==> config.mk <==
export PLATFORM = sky130hd
export DESIGN_NAME = cla_addsub_pipe_flat
export DESIGN_NICKNAME = d
export VERILOG_FILES = /design/src/rtl/cla_addsub_pipe_pkg.sv /design/src/rtl/cla_addsub_pipe_if.sv /design/src/rtl/cla_addsub_pipe_group.sv /design/src/rtl/cla_addsub_pipe.sv /design/src/flat_wrapper.sv
export SDC_FILE = /design/constraint.sdc
export NUM_CORES = 1
export LEC_CHECK = 0
export ABC_AREA = 1
export BUFFER_PORTS_ARGS = -buffer_cell sky130_fd_sc_hd__clkbuf_2
export CAP_MARGIN = 20
export CORE_ASPECT_RATIO = 1.25
export CORE_MARGIN = 8
export CORE_UTILIZATION = 25
export CTS_CLUSTER_SIZE = 40
export DETAILED_ROUTE_END_ITERATION = 16
export PLACE_DENSITY = 0.48
export RECOVER_POWER = 50
export SLEW_MARGIN = 20
export SYNTH_ARGS = -nofsm -noshare
export SYNTH_HDL_FRONTEND = slang
export SYNTH_SLANG_ARGS = --single-unit
==> constraint.sdc <==
create_clock -name clk -period 3 [get_ports clk]
set_input_delay 0.15 -clock clk [delete_from_list [all_inputs] [get_ports clk]]
set_output_delay 0.15 -clock clk [all_outputs]
set_load 0.03 [all_outputs]
==> src/rtl/cla_addsub_pipe_pkg.sv <==
// Op encodings and saturation bounds shared by the pipelined CLA add/sub unit.
package cla_pkg;

   typedef enum logic [1:0] {
      OP_ADD     = 2'b00,
      OP_SUB     = 2'b01,
      OP_ADD_SAT = 2'b10,
      OP_SUB_SAT = 2'b11
   } op_e;

   localparam int unsigned MAX_WIDTH = 64;

   // Largest positive two's-complement value of the given width.
   function automatic logic [MAX_WIDTH-1:0] sat_max(input int unsigned width);
      return (MAX_WIDTH'(1) << (width - 1)) - MAX_WIDTH'(1);
   endfunction

   // Most negative two's-complement value of the given width.
   function automatic logic [MAX_WIDTH-1:0] sat_min(input int unsigned width);
      return MAX_WIDTH'(1) << (width - 1);
   endfunction

endpackage

==> src/rtl/cla_addsub_pipe_if.sv <==
// Operand/result stream for cla_addsub_pipe: valid/ready in, valid/ready out.
interface cla_addsub_pipe_if #(
   parameter int unsigned WIDTH = 16
);
   logic             in_valid;
   logic             in_ready;
   logic [WIDTH-1:0] a;
   logic [WIDTH-1:0] b;
   logic [1:0]       op;
   logic             out_valid;
   logic             out_ready;
   logic [WIDTH-1:0] sum;
   logic             cout;
   logic             ovfl;
   logic             sat_flag;

   modport master (
      output in_valid, a, b, op, out_ready,
      input  in_ready, out_valid, sum, cout, ovfl, sat_flag
   );

   modport slave (
      input  in_valid, a, b, op, out_ready,
      output in_ready, out_valid, sum, cout, ovfl, sat_flag
   );
endinterface

==> src/rtl/cla_addsub_pipe_group.sv <==
// GROUP-bit carry-lookahead slice: local sum plus group propagate/generate.
module cla_group #(
   parameter int unsigned GROUP = 4
) (
   input  logic [GROUP-1:0] a,
   input  logic [GROUP-1:0] b,
   input  logic             cin,
   output logic [GROUP-1:0] sum,
   output logic             p_out,
   output logic             g_out
);
   logic [GROUP-1:0] p;
   logic [GROUP-1:0] g;

   always_comb begin
      logic carry;
      logic gen;
      p     = a ^ b;
      g     = a & b;
      carry = cin;
      gen   = 1'b0;
      sum   = '0;
      for (int unsigned i = 0; i < GROUP; i++) begin
         sum[i] = p[i] ^ carry;
         carry  = g[i] | (p[i] & carry);
         gen    = g[i] | (p[i] & gen);
      end
      p_out = &p;
      g_out = gen;
   end
endmodule

==> src/rtl/cla_addsub_pipe.sv <==
// Two-stage pipelined carry-lookahead add/subtract with optional signed saturation.
module cla_addsub_pipe
   import cla_pkg::*;
#(
   parameter int unsigned WIDTH  = 16,
   parameter int unsigned GROUP  = 4,
   parameter bit          SAT_EN = 1'b1
) (
   input logic              clk,
   input logic              rst_n,
   input logic              flush,
   cla_addsub_pipe_if.slave bus
);
   localparam int unsigned      HALF    = WIDTH / 2;
   localparam int unsigned      NGRP    = HALF / GROUP;
   localparam logic [WIDTH-1:0] SAT_MAX = WIDTH'(sat_max(WIDTH));
   localparam logic [WIDTH-1:0] SAT_MIN = WIDTH'(sat_min(WIDTH));

   logic [WIDTH-1:0] b2;
   logic             cin;
   logic [HALF-1:0]  lo_sum;
   logic [HALF-1:0]  hi_sum;
   logic             mid_c;
   logic             hi_cout;

   logic             s1_valid_q, s1_valid_d;
   logic [HALF-1:0]  s1_lo_q, s1_lo_d;
   logic             s1_c_q, s1_c_d;
   logic [HALF-1:0]  s1_a_hi_q, s1_a_hi_d;
   logic [HALF-1:0]  s1_b2_hi_q, s1_b2_hi_d;
   op_e              s1_op_q, s1_op_d;

   logic             out_valid_q, out_valid_d;
   logic [WIDTH-1:0] sum_q, sum_d;
   logic             cout_q, cout_d;
   logic             ovfl_q, ovfl_d;
   logic             sat_q, sat_d;

   logic             s2_adv;
   logic             in_ready;
   logic             accept;
   logic [WIDTH-1:0] raw;
   logic             raw_ovfl;
   logic             do_sat;
   logic [WIDTH-1:0] res;

   assign cin = bus.op[0];
   assign b2  = bus.op[0] ? ~bus.b : bus.b;

   // Lower half resolves in the accept cycle; its carry-out is registered as the mid carry.
   for (genvar k = 0; k < NGRP; k++) begin : g_lo
      logic ci, co, gp, gg;
      if (k == 0) begin : g_c0
         assign ci = cin;
      end else begin : g_cn
         assign ci = g_lo[k-1].co;
      end
      cla_group #(.GROUP(GROUP)) u_grp (
         .a     (bus.a[k*GROUP +: GROUP]),
         .b     (b2[k*GROUP +: GROUP]),
         .cin   (ci),
         .sum   (lo_sum[k*GROUP +: GROUP]),
         .p_out (gp),
         .g_out (gg)
      );
      assign co = gg | (gp & ci);
   end
   assign mid_c = g_lo[NGRP-1].co;

   for (genvar k = 0; k < NGRP; k++) begin : g_hi
      logic ci, co, gp, gg;
      if (k == 0) begin : g_c0
         assign ci = s1_c_q;
      end else begin : g_cn
         assign ci = g_hi[k-1].co;
      end
      cla_group #(.GROUP(GROUP)) u_grp (
         .a     (s1_a_hi_q[k*GROUP +: GROUP]),
         .b     (s1_b2_hi_q[k*GROUP +: GROUP]),
         .cin   (ci),
         .sum   (hi_sum[k*GROUP +: GROUP]),
         .p_out (gp),
         .g_out (gg)
      );
      assign co = gg | (gp & ci);
   end
   assign hi_cout = g_hi[NGRP-1].co;

   always_comb begin
      raw      = {hi_sum, s1_lo_q};
      raw_ovfl = (s1_a_hi_q[HALF-1] == s1_b2_hi_q[HALF-1]) &&
                 (raw[WIDTH-1] != s1_a_hi_q[HALF-1]);
      do_sat   = SAT_EN && raw_ovfl &&
                 ((s1_op_q == OP_ADD_SAT) || (s1_op_q == OP_SUB_SAT));
      res      = do_sat ? (s1_a_hi_q[HALF-1] ? SAT_MIN : SAT_MAX) : raw;
   end

   always_comb begin
      s2_adv   = !out_valid_q || bus.out_ready;
      in_ready = rst_n && !flush && (!s1_valid_q || s2_adv);
      accept   = bus.in_valid && in_ready;

      s1_valid_d = s1_valid_q;
      s1_lo_d    = s1_lo_q;
      s1_c_d     = s1_c_q;
      s1_a_hi_d  = s1_a_hi_q;
      s1_b2_hi_d = s1_b2_hi_q;
      s1_op_d    = s1_op_q;
      if (flush) begin
         s1_valid_d = 1'b0;
      end else if (accept) begin
         s1_valid_d = 1'b1;
         s1_lo_d    = lo_sum;
         s1_c_d     = mid_c;
         s1_a_hi_d  = bus.a[WIDTH-1:HALF];
         s1_b2_hi_d = b2[WIDTH-1:HALF];
         s1_op_d    = op_e'(bus.op);
      end else if (s2_adv) begin
         s1_valid_d = 1'b0;
      end

      out_valid_d = out_valid_q;
      sum_d       = sum_q;
      cout_d      = cout_q;
      ovfl_d      = ovfl_q;
      sat_d       = sat_q;
      if (flush) begin
         out_valid_d = 1'b0;
      end else if (s2_adv) begin
         out_valid_d = s1_valid_q;
         if (s1_valid_q) begin
            sum_d  = res;
            cout_d = hi_cout;
            ovfl_d = raw_ovfl;
            sat_d  = do_sat;
         end
      end
   end

   always_ff @(posedge clk) begin
      if (!rst_n) begin
         s1_valid_q  <= 1'b0;
         s1_lo_q     <= '0;
         s1_c_q      <= 1'b0;
         s1_a_hi_q   <= '0;
         s1_b2_hi_q  <= '0;
         s1_op_q     <= OP_ADD;
         out_valid_q <= 1'b0;
         sum_q       <= '0;
         cout_q      <= 1'b0;
         ovfl_q      <= 1'b0;
         sat_q       <= 1'b0;
      end else begin
         s1_valid_q  <= s1_valid_d;
         s1_lo_q     <= s1_lo_d;
         s1_c_q      <= s1_c_d;
         s1_a_hi_q   <= s1_a_hi_d;
         s1_b2_hi_q  <= s1_b2_hi_d;
         s1_op_q     <= s1_op_d;
         out_valid_q <= out_valid_d;
         sum_q       <= sum_d;
         cout_q      <= cout_d;
         ovfl_q      <= ovfl_d;
         sat_q       <= sat_d;
      end
   end

   assign bus.in_ready  = in_ready;
   assign bus.out_valid = out_valid_q;
   assign bus.sum       = sum_q;
   assign bus.cout      = cout_q;
   assign bus.ovfl      = ovfl_q;
   assign bus.sat_flag  = sat_q;
endmodule
==> src/flat_wrapper.sv <==
// flat-port wrapper written by rule: the top's interface ports become plain ports
module cla_addsub_pipe_flat import cla_pkg::*;
#(
   parameter int unsigned WIDTH  = 16,
   parameter int unsigned GROUP  = 4,
   parameter bit          SAT_EN = 1'b1
)
  (clk, rst_n, flush, bus_in_valid, bus_a, bus_b, bus_op, bus_out_ready, bus_in_ready, bus_out_valid, bus_sum, bus_cout, bus_ovfl, bus_sat_flag);
  cla_addsub_pipe_if #(.WIDTH(WIDTH)) bus_i ();
  input logic clk;
  input logic rst_n;
  input logic flush;
  input wire logic [$bits(bus_i.in_valid)-1:0] bus_in_valid;
  input wire logic [$bits(bus_i.a)-1:0] bus_a;
  input wire logic [$bits(bus_i.b)-1:0] bus_b;
  input wire logic [$bits(bus_i.op)-1:0] bus_op;
  input wire logic [$bits(bus_i.out_ready)-1:0] bus_out_ready;
  output wire logic [$bits(bus_i.in_ready)-1:0] bus_in_ready;
  output wire logic [$bits(bus_i.out_valid)-1:0] bus_out_valid;
  output wire logic [$bits(bus_i.sum)-1:0] bus_sum;
  output wire logic [$bits(bus_i.cout)-1:0] bus_cout;
  output wire logic [$bits(bus_i.ovfl)-1:0] bus_ovfl;
  output wire logic [$bits(bus_i.sat_flag)-1:0] bus_sat_flag;
  assign bus_i.in_valid = bus_in_valid;
  assign bus_i.a = bus_a;
  assign bus_i.b = bus_b;
  assign bus_i.op = bus_op;
  assign bus_i.out_ready = bus_out_ready;
  assign bus_in_ready = bus_i.in_ready;
  assign bus_out_valid = bus_i.out_valid;
  assign bus_sum = bus_i.sum;
  assign bus_cout = bus_i.cout;
  assign bus_ovfl = bus_i.ovfl;
  assign bus_sat_flag = bus_i.sat_flag;
  cla_addsub_pipe #(.WIDTH(WIDTH), .GROUP(GROUP), .SAT_EN(SAT_EN)) u_core (.clk(clk), .rst_n(rst_n), .flush(flush), .bus(bus_i));
endmodule
==> results of run 1 <==
cell families after synthesis:
family | share of synthesized area
mux | 0.00378
buf+inv | 0.0831
xor+xnor | 0.0694
flops | 0.355
simple gates | 0.195
fa+ha+maj | 0.159
compound gates | 0.135
registers in the layout (all words and copies together) (netlist names):
| name | cells |
|---|---|
| u_core.g_hi.ci | 1 |
| u_core.s1_b2_hi_q | 8 |
| u_core.s1_lo_q | 8 |
| u_core.s1_op_q | 1 |
| u_core.bus.out_valid | 1 |
| u_core.bus.sat_flag | 1 |
| u_core.s1_a_hi_q | 8 |
| u_core.bus.cout | 1 |
| u_core.bus.ovfl | 1 |
| u_core.s1_valid_q | 1 |
| u_core.bus.sum | 16 |
report_power, final:
group          switching, mW  internal [mW]  total [mW]
Sequential            0.0152          0.642       0.657
Clock                  0.244          0.333       0.577
Combinational          0.129          0.101       0.231
critical path, stage by stage (launching register included):
cell and delay, ns:
dfxtp_2 0.34, ha_4 0.24, nand2_2 0.05, nand2_1 0.05, nand2_1 0.06, nand4_1 0.17
fa_2 0.45, fa_2 0.36, fa_2 0.40, buf_6 0.13, nand4_1 0.19, nor2_4 0.13
a21oi_1 0.15, a21oi_1 0.08
final cells by class:
type | count | area share
Multi-Input combinational cell | 233 | 0.479
Sequential cell | 47 | 0.277
Timing Repair Buffer | 72 | 0.116
Tap cell | 132 | 0.0483
Clock buffer | 6 | 0.0406
Inverter | 31 | 0.0340
Clock inverter | 2 | 0.00476
routing by layer:
| metal | global-route usage | up-vias |
|---|---|---|
| met4 | 0.0417 | 0 |
| met3 | 0.0210 | 5 |
| met1 | 0.123 | 1093 |
| met5 | 0 | - |
| li1 | - | 1207 |
| met2 | 0.170 | 40 |
metrics by stage:
step	std cells	setup TNS [ns]	util	worst slack, ns	hold slack (ns)
after floorplan	327	0	-	0.0214	0.273
after global routing	523	-0.601	0.327	-0.0534	0.126
after CTS	520	0	0.314	0.0131	0.109
after global placement	510	-0.334	0.296	-0.0533	0.413
after detailed placement	510	-1.40	0.296	-0.119	0.414
final	523	0	0.327	0.0829	0.105
layout by cell type, fill, tap and decap left out, types with 2 or more instances in the layout:
master	Yosys	layout
clkbuf_2	0	58
a21oi_1	64	51
nand2_1	49	46
dfxtp_1	47	41
nand3_1	36	36
inv_1	29	29
xor2_1	13	13
a21oi_2	0	13
ha_1	16	13
buf_4	1	12
xnor2_1	8	8
nor2_1	8	8
fa_1	11	8
o21ai_0	6	6
dfxtp_2	0	6
nand2_2	2	5
or2_0	5	5
clkbuf_16	0	5
nand4_1	3	3
fa_2	0	3
ha_4	0	3
inv_2	2	2
nand3b_1	2	2
nand4_4	0	2
nor2_4	0	2
path summary, 6_finish.rpt:
check,start,end
worst max-delay path,u_core.s1_b2_hi_q[1]$_SDFFE_PN0P_,u_core.bus.sum[7]$_SDFFE_PN0P_
worst min-delay path,bus_a[10],u_core.s1_a_hi_q[2]$_SDFFE_PN0P_
worst max register to register,u_core.s1_b2_hi_q[1]$_SDFFE_PN0P_,u_core.bus.sum[7]$_SDFFE_PN0P_
worst min register to register,u_core.s1_lo_q[3]$_SDFFE_PN0P_,u_core.s1_lo_q[3]$_SDFFE_PN0P_
what timing repair did:
item / 4_1_cts / 5_1_grt
pin swaps: 2 / 14
hold buffers: 0 / 0
resized for setup: 2 / 29
setup buffers: 1 / 2
cloned: 1 / 1
setup endpoints to repair: 17 / 17
==> metrics.csv, run 1 <==
stage;metric;value;unit
power;Static Leak;1.45;nW
critical_path;Reg2Reg Setup Slack;0.08;ns
logic_synthesis;Gate Count Post-Synth;327;
timing;RSZ-0062 raised after global routing;true;
timing;final-report max-slew violation count;0;
critical_path;CP arrival;3.06;ns
logic_synthesis;Avg Cell Area, Syn;8.10;µm²
timing;fmax;0.343;GHz
route;met3 wire length;267;µm
floorplan;Rows;42;
logic_synthesis;top_reg_cell synth;dfxtp_1;
power;Max IR drop VDD;234;µV
logic_synthesis;Post-synth EDFFs;0;
timing;Slew @ Worst Pin;0.688;ns
route;M1 WL;3.31;mm
route;Total Wirelength;7.21;mm
critical_path;WP data required;3.15;ns
route;First-pass DRT Iterations;4;
critical_path;Setup crit start kind;register;
logic_synthesis;Synth top area share;0.355;
critical_path;Crit. End Element;register;
timing;final setup fails;0;
route;DRC Markers;0;
finish;ANT cells;0;
clocking;# H-tree levels;2;
global_route;largest net degree at the start of global routing;39;
logic_synthesis;most common cell in the netlist;a21oi_1;
route;Top Layer Used;met4;
timing;count of final hold-check violations;0;
floorplan;full die area;14200;µm²
critical_path;peak fanout along the critical path;8;
critical_path;type of the worst setup path;register to register;
logic_synthesis;register bit count reported by yosys;47;
critical_path;worst r2r path cells;13;
finish;area taken by multi-input logic gates;1640;µm²
route;DR iter-0 viols;65;
finish;filler instances;1128;
global_route;grt total ovfl;0;
timing;clock skew;0.00405;ns
floorplan;DIE WIDTH;108;µm
timing;minimum clock period;2.92;ns
logic_synthesis;Syn. warnings;0;
finish;layout net count;456;
finish;layout cells sized above 1;0.302;
clocking;root buffer cell;clkbuf_16;
route;number of vias per cell;4.48;
global_route;first-pass GRT wire length;11.5;mm
clocking;clk sinks;47;
clocking;TritonCTS clock tree;yes;
placement;GPL Wtd Cong;0.797;
floorplan;I/O pins;60;
power;power per cell area;428;nW/µm²
route;final antenna-violating net count;0;
clocking;clock buffer depth;2;
placement;Placement Cell Area;3090;µm²
placement;IO buf count;59;
logic_synthesis;Yosys top cell by area;dfxtp_1;
route;met2 WL;3.54;mm
timing;period utilisation layout;0.972;
power;Pwr Total;1.46;mW
logic_synthesis;register area share after synthesis;0.355;
route;DR vias;2345;
hold_path;Hold Path Class;primary input to register;
floorplan;core area;10500;µm²
floorplan;Die Height;131;µm
hold_path;Hold Path Stages;3;
logic_synthesis;syn_nets;393;
logic_synthesis;synth cell count leaders;64 x a21oi_1, 49 x nand2_1, 47 x dfxtp_1;
global_route;vias in the first global route;2397;
finish;Area growth, synth to finish;29.1;%
outcome;status;finished, final reports clean;
clocking;Reg clk slew, reported paths;0.07;ns
floorplan;initial core utilization;0.253;
logic_synthesis;Synth area leaders;dfxtp_1 36%, a21oi_1 12%, fa_1 8.3%, ha_1 7.6%, nand2_1 6.9%;
clocking;Clock Latency Late Sink;0.29;ns
logic_synthesis;synth unique cells;26;
job;Max Cap Viol;0;
clocking;total CTS buffers;5;
logic_synthesis;synthesized area;2650;µm²
logic_synthesis;ys async rst share;0;
timing;worst rel slew slack;0.541;
global_route;all-layer global routing usage;0.102;
finish;Reg area;948;µm²
placement;placed wire-length estimate;5.39;mm
route;WL/cell;13.8;µm
finish;Final Instance Area;3420;µm²
global_route;initial antenna violation count;0;
Power figures use the tool's default switching activity.
==> inputs of run 2 (changes only) <==
- BUFFER_PORTS_ARGS: -buffer_cell sky130_fd_sc_hd__clkbuf_2 -> unset
- DONT_BUFFER_PORTS: unset -> 1
- PLACE_DENSITY: 0.48 -> 0.38
==> run 2 against run 1 <==
Against the previous run: flip-flop and latch count stayed put; cell count is 12% lower; clock skew is 0.0015 ns higher; clock-buffer cell count stayed put.
==> metrics.csv, run 2 (synthesis results as in run 1) <==
stage;metric;value;unit;change
timing;final setup fails;0;;unchanged
route;DR iter-0 viols;58;;-11%
critical_path;Bufs and invs on worst path;1;;unchanged
power;clock power share;0.392;;-0.002
placement;IO buf count;0;;-100%
timing;final setup margin;0.0842;ns;+0.00135 ns
placement;Placement Cell Area;2790;µm²;-9.8%
clocking;Clock Latency Late Sink;0.28;ns;about the same
route;DRC Markers;0;;unchanged
global_route;largest net degree at the start of global routing;38;;-2.6%
floorplan;core area;10500;µm²;unchanged
critical_path;peak fanout along the critical path;8;;unchanged
finish;layout cells sized above 1;0.152;;-0.150
global_route;initial antenna violation count;1;;+1
power;Static Leak;1.18;nW;-18%
finish;commonest non-fill, non-tap cell in the layout;a21oi_1;;
clocking;Reg clk slew, reported paths;0.06;ns;about the same
clocking;TritonCTS clock tree;yes;;
critical_path;WP data required;3.15;ns;about the same
placement;GPL Wtd Cong;0.758;;-4.9%
critical_path;CP arrival;3.07;ns;about the same
critical_path;Reg2Reg Setup Slack;0.08;ns;about the same
power;power per cell area;452;nW/µm²;+5.4%
clocking;clock buffer depth;2;;unchanged
finish;ANT cells;0;;unchanged
timing;final-report max-slew violation count;0;;unchanged
power;Max IR drop VDD;192;µV;-18%
route;final antenna-violating net count;0;;unchanged
timing;hold_ws;0.00953;ns;-0.0957 ns
route;WL/cell;15.8;µm;+14%
critical_path;Crit. End Element;register;;
power;sequential power share;0.473;;+0.024
placement;placed wire-length estimate;5.37;mm;-0.32%
power;Pint;1.05;mW;-2.4%
clocking;total CTS buffers;5;;unchanged
critical_path;slowest stage cell on the critical path;fa_2;;
timing;RSZ-0062 raised after global routing;true;;
timing;fmax;0.343;GHz;about the same
job;Max Cap Viol;0;;unchanged
critical_path;most used cell along the critical path;fa_2;;
timing;count of final hold-check violations;0;;unchanged
floorplan;Die Height;131;µm;unchanged
critical_path;Crit path max-delay family;adder cells;;
timing;worst rel slew slack;0.232;;-0.309
clocking;root buffer cell;clkbuf_16;;
hold_path;Hold Path Class;primary input to register;;
outcome;status;finished, final reports clean;;
route;Total Wirelength;7.26;mm;+0.67%
power;power share of the combinational group;0.135;;-0.022
floorplan;Rows;42;;unchanged
floorplan;I/O pins;60;;unchanged
finish;most frequent cells in the layout;55 x a21oi_1, 47 x nand2_1, 41 x dfxtp_1;;
floorplan;full die area;14200;µm²;unchanged
global_route;all-layer global routing usage;0.103;;+0.00168
critical_path;crit-path cells;ha_4, nand2_2, nor2_1, nand2_1, nand4_1, fa_2, fa_2, fa_2, buf_6, nand4_1, nor2_4, a21oi_1, a21oi_1;;
clocking;# H-tree levels;2;;unchanged
finish;layout net count;395;;-13%
floorplan;initial core utilization;0.253;;unchanged
global_route;grt total ovfl;0;;unchanged
timing;clock skew;0.00559;ns;+0.00154 ns
finish;filler instances;1136;;+0.71%
power;switching share of power;0.247;;-0.0182
critical_path;Setup crit start kind;register;;
critical_path;type of the worst setup path;register to register;;
timing;Slew @ Worst Pin;1.15;ns;+0.464 ns
finish;Area growth, synth to finish;16.5;%;
global_route;first-pass GRT wire length;11.4;mm;-1.4%
floorplan;DIE WIDTH;108;µm;unchanged
route;number of vias per cell;4.58;;+2.2%
power;Psw;0.344;mW;-11%
timing;period utilisation layout;0.972;;about the same
clocking;clk sinks;47;;unchanged
critical_path;CP max stage delay;0.43;ns;-0.02 ns
placement;DP Worst Slack;-0.105;ns;+0.0135 ns
timing;minimum clock period;2.92;ns;-0.00135 ns
finish;Largest register FFs;16;;unchanged
global_route;vias in the first global route;2122;;-11%
route;DR vias;2113;;-9.9%
finish;Final Instance Area;3090;µm²;-9.7%
route;First-pass DRT Iterations;4;;unchanged
run 2: cell types whose count changed in the layout (fill, tap and decap cells not counted), sizes merged:
cell	change
clkinvlp	-1
clkbuf	-58
buf	-4
dlygate4sd3	+1
run 2: routing by layer:
layer	GRT usage	vias to the layer above	wire length, µm
li1	-	1086	-
met1	0.125	978	3180
met2	0.164	41	3420
met3	0.0386	6	578
met4	0.0344	2	71
met5	0	-	12
run 2: power by group through the flow:
stage,Sequential (mW),Combinational (mW),Clock [mW]
2_1_floorplan,0.667,0.150,0
3_3_place_gp,0.671,0.186,0
3_5_place_dp,0.671,0.186,0
4_1_cts,0.657,0.191,0.571
5_1_grt,0.662,0.219,0.592
6_report,0.660,0.188,0.546
run 2: through the flow:
step,power (mW),util,TNS [ns],std cells
2_1_floorplan,0.817,-,0,327
3_3_place_gp,0.857,0.267,-0.309,450
4_1_cts,1.42,0.284,0,459
3_5_place_dp,0.857,0.267,-1.01,450
5_1_grt,1.47,0.295,-0.269,461
6_report,1.39,0.295,0,461
run 2: worst paths after layout:
kind                               startpoint                           endpoint  depth (start not counted)
min                                     rst_n  u_core.s1_b2_hi_q[0]$_SDFFE_PN0P_                          2
max reg2reg  u_core.s1_a_hi_q[2]$_SDFFE_PN0P_    u_core.bus.sum[14]$_SDFFE_PN0P_                         13
max          u_core.s1_a_hi_q[2]$_SDFFE_PN0P_    u_core.bus.sum[14]$_SDFFE_PN0P_                         13
min reg2reg    u_core.s1_lo_q[6]$_SDFFE_PN0P_     u_core.s1_lo_q[6]$_SDFFE_PN0P_                          2
run 2: area by class of cell:
type / instances / area [µm²] / area share
clock buffers: 6 / 139 / 0.0450
clock inverters: 1 / 5.00 / 0.00162
inverters: 31 / 116 / 0.0377
multi-input cells: 233 / 1630 / 0.527
flip-flops and latches: 47 / 948 / 0.307
well taps: 132 / 165 / 0.0535
repair buffers: 11 / 85.1 / 0.0276
run 2: timing repair:
action | CTS | global route
pin swaps | 1 | 12
endpoints found under the setup margin | 17 | 17
hold buffers | 1 | 0
gates resized for setup | 3 | 25
gates cloned | 1 | 1
hold endpoints to repair | 1 | 0
setup buffers | 0 | 1
